===== config.mk =====
export PLATFORM = sky130hd
export DESIGN_NAME = pdl_puf_sequencer
export DESIGN_NICKNAME = d
export VERILOG_FILES = /design/src/rtl/pdl_puf_sequencer.sv
export SDC_FILE = /design/constraint.sdc
export NUM_CORES = 1
export LEC_CHECK = 0
export BUFFER_PORTS_ARGS = -buffer_cell sky130_fd_sc_hd__buf_2
export CORE_MARGIN = 3
export CORE_UTILIZATION = 50
export DETAILED_ROUTE_END_ITERATION = 10
export PLACE_DENSITY_LB_ADDON = 0.08
export SLEW_MARGIN = 0
export SYNTH_ARGS = -nofsm -noshare
export SYNTH_HDL_FRONTEND = slang
export SYNTH_SLANG_ARGS = --single-unit

===== constraint.sdc =====
create_clock -name clk -period 3.7 [get_ports clk]
set_clock_uncertainty 0.1 [all_clocks]
set_input_delay 0.185 -clock clk [delete_from_list [all_inputs] [get_ports clk]]
set_output_delay 0.185 -clock clk [all_outputs]
set_load 0.1 [all_outputs]

===== src/rtl/pdl_puf_sequencer.sv =====
// Sequencer for the 16-instance PDL PUF array: runs NUM_EVALS reset/settle/fire/sample
// evaluations per challenge and returns a majority-voted response plus a stability mask.
module pdl_puf_sequencer #(
  parameter int NUM_PUF       = 16,
  parameter int CHAL_W        = 64,
  parameter int SETTLE_CYCLES = 8,
  parameter int EVAL_CYCLES   = 16,
  parameter int NUM_EVALS     = 7
) (
  input  logic               clk,
  input  logic               reset_n,
  input  logic               abort,
  input  logic               req_valid,
  output logic               req_ready,
  input  logic [CHAL_W-1:0]  req_chal_top,
  input  logic [CHAL_W-1:0]  req_chal_bottom,
  output logic [CHAL_W-1:0]  puf_chal_up,
  output logic [CHAL_W-1:0]  puf_chal_down,
  output logic               puf_reset,
  output logic               puf_signal,
  output logic               puf_trigger,
  input  logic [NUM_PUF-1:0] puf_response,
  output logic               rsp_valid,
  input  logic               rsp_ready,
  output logic [NUM_PUF-1:0] rsp_data,
  output logic [NUM_PUF-1:0] rsp_stable,
  output logic               busy
);

  // Handshakes: a transfer happens on a rising edge where valid and ready are both high;
  // valid and its payload stay constant until that edge, and ready may not depend on valid.

  localparam int MAX_PHASE = (SETTLE_CYCLES > EVAL_CYCLES) ? SETTLE_CYCLES : EVAL_CYCLES;
  localparam int CNT_W     = $clog2(MAX_PHASE) + 1;
  localparam int ONES_W    = $clog2(NUM_EVALS + 1);

  typedef enum logic [2:0] {
    IDLE,
    PRST,
    SETTLE,
    FIRE,
    SAMPLE,
    DONE
  } state_t;

  state_t                         state;
  logic [CNT_W-1:0]               cnt;
  logic [ONES_W-1:0]              eval_cnt;
  logic [NUM_PUF-1:0][ONES_W-1:0] ones;
  logic [NUM_PUF-1:0][ONES_W-1:0] ones_add;
  logic [NUM_PUF-1:0]             vote;
  logic [NUM_PUF-1:0]             all_same;
  logic [NUM_PUF-1:0]             sync1;
  logic [NUM_PUF-1:0]             sync2;
  logic                           active;

  // Arbiter outputs resolve asynchronously to clk, so only the second flop is ever used.
  always_ff @(posedge clk or negedge reset_n) begin
    if (!reset_n) begin
      sync1 <= '0;
      sync2 <= '0;
    end else begin
      sync1 <= puf_response;
      sync2 <= sync1;
    end
  end

  // Tally including the bit being sampled now, so DONE outputs are ready on entry.
  always_comb begin
    ones_add = '0;
    vote     = '0;
    all_same = '0;
    for (int i = 0; i < NUM_PUF; i++) begin
      ones_add[i] = ones[i] + ONES_W'(sync2[i]);
      vote[i]     = ones_add[i] > ONES_W'(NUM_EVALS / 2);
      all_same[i] = (ones_add[i] == '0) || (ones_add[i] == ONES_W'(NUM_EVALS));
    end
  end

  assign active = (state == PRST) || (state == SETTLE) || (state == FIRE) || (state == SAMPLE);
  assign busy   = (state != IDLE);

  always_ff @(posedge clk or negedge reset_n) begin
    if (!reset_n) begin
      state         <= IDLE;
      cnt           <= '0;
      eval_cnt      <= '0;
      ones          <= '0;
      req_ready     <= 1'b1;
      puf_chal_up   <= '0;
      puf_chal_down <= '0;
      puf_reset     <= 1'b0;
      puf_signal    <= 1'b0;
      puf_trigger   <= 1'b0;
      rsp_valid     <= 1'b0;
      rsp_data      <= '0;
      rsp_stable    <= '0;
    end else if (abort && active) begin
      state       <= IDLE;
      cnt         <= '0;
      req_ready   <= 1'b1;
      puf_reset   <= 1'b0;
      puf_signal  <= 1'b0;
      puf_trigger <= 1'b0;
    end else begin
      case (state)
        IDLE: begin
          if (req_valid) begin
            puf_chal_up   <= req_chal_top;
            puf_chal_down <= req_chal_bottom;
            ones          <= '0;
            eval_cnt      <= '0;
            cnt           <= CNT_W'(1);
            req_ready     <= 1'b0;
            puf_reset     <= 1'b1;
            state         <= PRST;
          end
        end
        PRST: begin
          if (cnt == '0) begin
            puf_reset  <= 1'b0;
            puf_signal <= 1'b1;
            cnt        <= CNT_W'(SETTLE_CYCLES - 1);
            state      <= SETTLE;
          end else begin
            cnt <= cnt - 1'b1;
          end
        end
        SETTLE: begin
          if (cnt == '0) begin
            puf_trigger <= 1'b1;
            cnt         <= CNT_W'(EVAL_CYCLES - 1);
            state       <= FIRE;
          end else begin
            cnt <= cnt - 1'b1;
          end
        end
        FIRE: begin
          if (cnt == '0) begin
            puf_signal  <= 1'b0;
            puf_trigger <= 1'b0;
            state       <= SAMPLE;
          end else begin
            cnt <= cnt - 1'b1;
          end
        end
        SAMPLE: begin
          ones     <= ones_add;
          eval_cnt <= eval_cnt + 1'b1;
          if (eval_cnt == ONES_W'(NUM_EVALS - 1)) begin
            rsp_valid  <= 1'b1;
            rsp_data   <= vote;
            rsp_stable <= all_same;
            state      <= DONE;
          end else begin
            puf_reset <= 1'b1;
            cnt       <= CNT_W'(1);
            state     <= PRST;
          end
        end
        DONE: begin
          if (rsp_ready) begin
            rsp_valid  <= 1'b0;
            rsp_data   <= '0;
            rsp_stable <= '0;
            req_ready  <= 1'b1;
            state      <= IDLE;
          end
        end
        default: begin
          state     <= IDLE;
          req_ready <= 1'b1;
        end
      endcase
    end
  end

endmodule


==> metrics.md <==
| Metric | Value |
|---|---|
| Run status | `complete, no violations` |
| Share of the synthesized area in the top cell type | `0.5989` |
| Top-Level Pins | `315` |
| Final #Nets | `1713` |
| Total number of placement rows | `52` |
| Class of the most critical hold timing path | `input port to flop` |
| Relative slew slack | `0.3408` |
| Post-DP HPWL | `18.48 mm` |
| Post-route minimum period | `2.604 ns` |
| Primary FF master, synth | `dfrtp_1` |
| Most frequent cell after synthesis | `nand2_1` |
| Via count of the first global-routing pass | `9709` |
| Depth of the CTS H-tree | `1` |
| Hold Violations, Final | `0` |
| Post-route setup TNS | `0 ns` |
| Kind of critical path | `flop to flop` |
| Critical path required time | `4.00 ns` |
| Antenna Nets Post-Route | `0` |
| Length of the first detailed-routing pass in iterations | `5` |
| Total core area | `20560 um2` |
| Peak clock frequency supported by timing | `0.3841 GHz` |
| Post-synth net total | `1271` |
| Global-route total usage across every layer | `0.2596` |
| Share of final-layout standard cells stronger than drive strength 1 | `0.2482` |
| Overflow after GRT | `0` |
| Post-DR vias/cell | `5.123` |
| TritonCTS buffer count | `27` |
| Critical path endpoint category | `flop` |
| Register clock-pin slew on the reported worst setup and hold paths | `0.06 ns` |
| Worst Setup Start Kind | `flop` |
| WL/cell | `16.65 um` |
| Number of inserted diodes | `0` |
| Detailed Route Iter0 Violations | `428` |
| # port buffers | `314` |
| # clock sinks | `256` |
| Total die area | `23100 um2` |
| CTS tree | `yes` |
| Transition time at the pin with the least slew margin | `0.9877 ns` |
| Antenna violations before repair | `0` |
| Detailed Route WL | `30.26 mm` |
| Yosys reg bits | `256` |
| Placed inst area | `12350 um2` |
| Global placement routability congestion | `0.8338` |
| Count of flip-flops with a built-in enable after synthesis | `0` |
| Max Transition Viols Final | `0` |
| Starting density of the core | `0.5183` |
| Number of different library cells in the post-synthesis netlist | `48` |
| Count of maximum capacitance violations | `0` |
| Clock Tree Buf Depth | `3` |
| Most area-consuming cells after synthesis | `dfrtp_1 60%, nand2_1 17%, ha_1 4.1%` |
| Least setup slack across all paths after layout | `1.096 ns` |
| Syn Inst Count | `1087` |
| Largest area contributor in the synthesized netlist | `dfrtp_1` |
| Largest fanout on the critical path | `49` |
| Final critical-path share of the clock period | `0.7037` |
| Setup-violating endpoint count in the final report | `0` |
| Setup repair after global routing missed its margin | `no` |
| Sequential element share of the synthesized area | `0.6013` |
| Data arrival time of the critical path | `2.91 ns` |
| Tightest hold margin | `0.07597 ns` |
| Worst slack, placed | `1.119 ns` |
| Mean instance size in the synthesized netlist | `9.802 um2` |
| Share of flip-flops with an asynchronous set or reset after synthesis | `1.000` |
| First-pass GRT wire length | `50.18 mm` |
| Clk Latency, worst-skew pair | `0.52 ns` |
| Height of the chip | `152.0 um` |
| Via total after detailed routing | `9308` |
| Total of cells resized after clock tree synthesis | `0` |
| Final design instance area without fill | `14670 um2` |
| Library cell used as clock root buffer | `clkbuf_16` |
| Maximum number of pins on one net before global-route repair | `159` |
| Die span in x | `152.0 um` |
| Synthesis-to-layout area growth | `37.71%` |
| Most frequent cells after synthesis | `486 x nand2_1, 255 x dfrtp_1, 65 x o21ai_0` |
| Yosys warns | `0` |
| Netlist Area Pre-Place | `10660 um2` |
| Drc violations | `0` |
[area by class of cell]
type / instances / area (um2)
Clock buffer: 39 / 780.7
Clock inverter: 8 / 90.09
Multi-Input combinational cell: 767 / 3877
Fill cell: 1518 / 5887
Inverter: 7 / 26.28
Sequential cell: 256 / 6407
Timing Repair Buffer: 470 / 3153
Tap cell: 270 / 337.8
[critical path, cell delays in order (launching register included)]
cell and delay [ns]:
dfrtp_1 0.64, nor2_2 0.50, nand3_4 0.55, buf_4 0.47, nand2_1 0.13, nand2_1 0.07
[layout by cell type (no fill, tap or decap), types with 4 or more instances in the layout]
cell / count
nand2_1: 486
buf_2: 313
dfrtp_1: 255
dlygate4sd3_1: 145
o21ai_0: 65
ha_1: 35
a22o_1: 32
clkbuf_16: 27
nor2_1: 24
nand3_1: 21
or3_1: 18
xor2_1: 17
a21oi_1: 10
buf_4: 8
inv_1: 7
o21ai_1: 7
clkbuf_1: 6
clkinv_2: 6
clkbuf_8: 6
nor3_1: 4
[cells by family (layout without fill, tap and decap cells)]
group	after synthesis	in the layout	synth area share
mux	3	3	0.003405
simple gates	576	576	0.2215
buf+inv	64	524	0.03675
flops	256	256	0.6013
fa+ha+maj	35	35	0.04110
compound gates	136	136	0.08196
xor+xnor	17	17	0.01397
[worst paths after layout]
kind                       startpoint         endpoint  slack, ns  cells past startpoint
min reg2reg                  sync1[7]         sync2[7]       0.25                      0
max in group asynchronous     reset_n         ones[36]       2.37                      3
max reg2reg                  state[0]  puf_chal_up[51]       1.10                      5
max                          state[0]  puf_chal_up[51]       1.10                      5
min in group asynchronous     reset_n           cnt[2]       0.15                      2
min                         rsp_ready        req_ready       0.08                      5
[metal layers]
| layer | global-route usage | part of all wire |
|---|---|---|
| met5 | 0 | 0 |
| met2 | 0.4359 | 0.49 |
| met1 | 0.3264 | 0.39 |
| met4 | 0.1023 | 0.047 |
| met3 | 0.06342 | 0.067 |
[flip-flops by register name (all words and copies together) (netlist names), 5 cells and up]
signal,flops
puf_chal_up,64
sync1,16
ones,48
sync2,16
rsp_data,16
cnt,5
rsp_stable,16
puf_chal_down,64
[per-stage QoR]
| stage | util | std cells |
|---|---|---|
| final | 0.7137 | 1817 |
| after CTS | 0.7137 | 1817 |
| after floorplan | - | 1087 |
| after detailed placement | 0.6007 | 1625 |
| after global placement | 0.6007 | 1625 |
| after global routing | 0.7137 | 1817 |
[repair_timing]
action / in CTS / in global routing
buffers inserted: 0 / 0
hold buffers: 145 / 0
endpoints found under the hold margin: 238 / 0
Power is left out: the tool's default activity adds up to more than one toggle a clock period on the data nets, which glitch-free logic cannot reach.
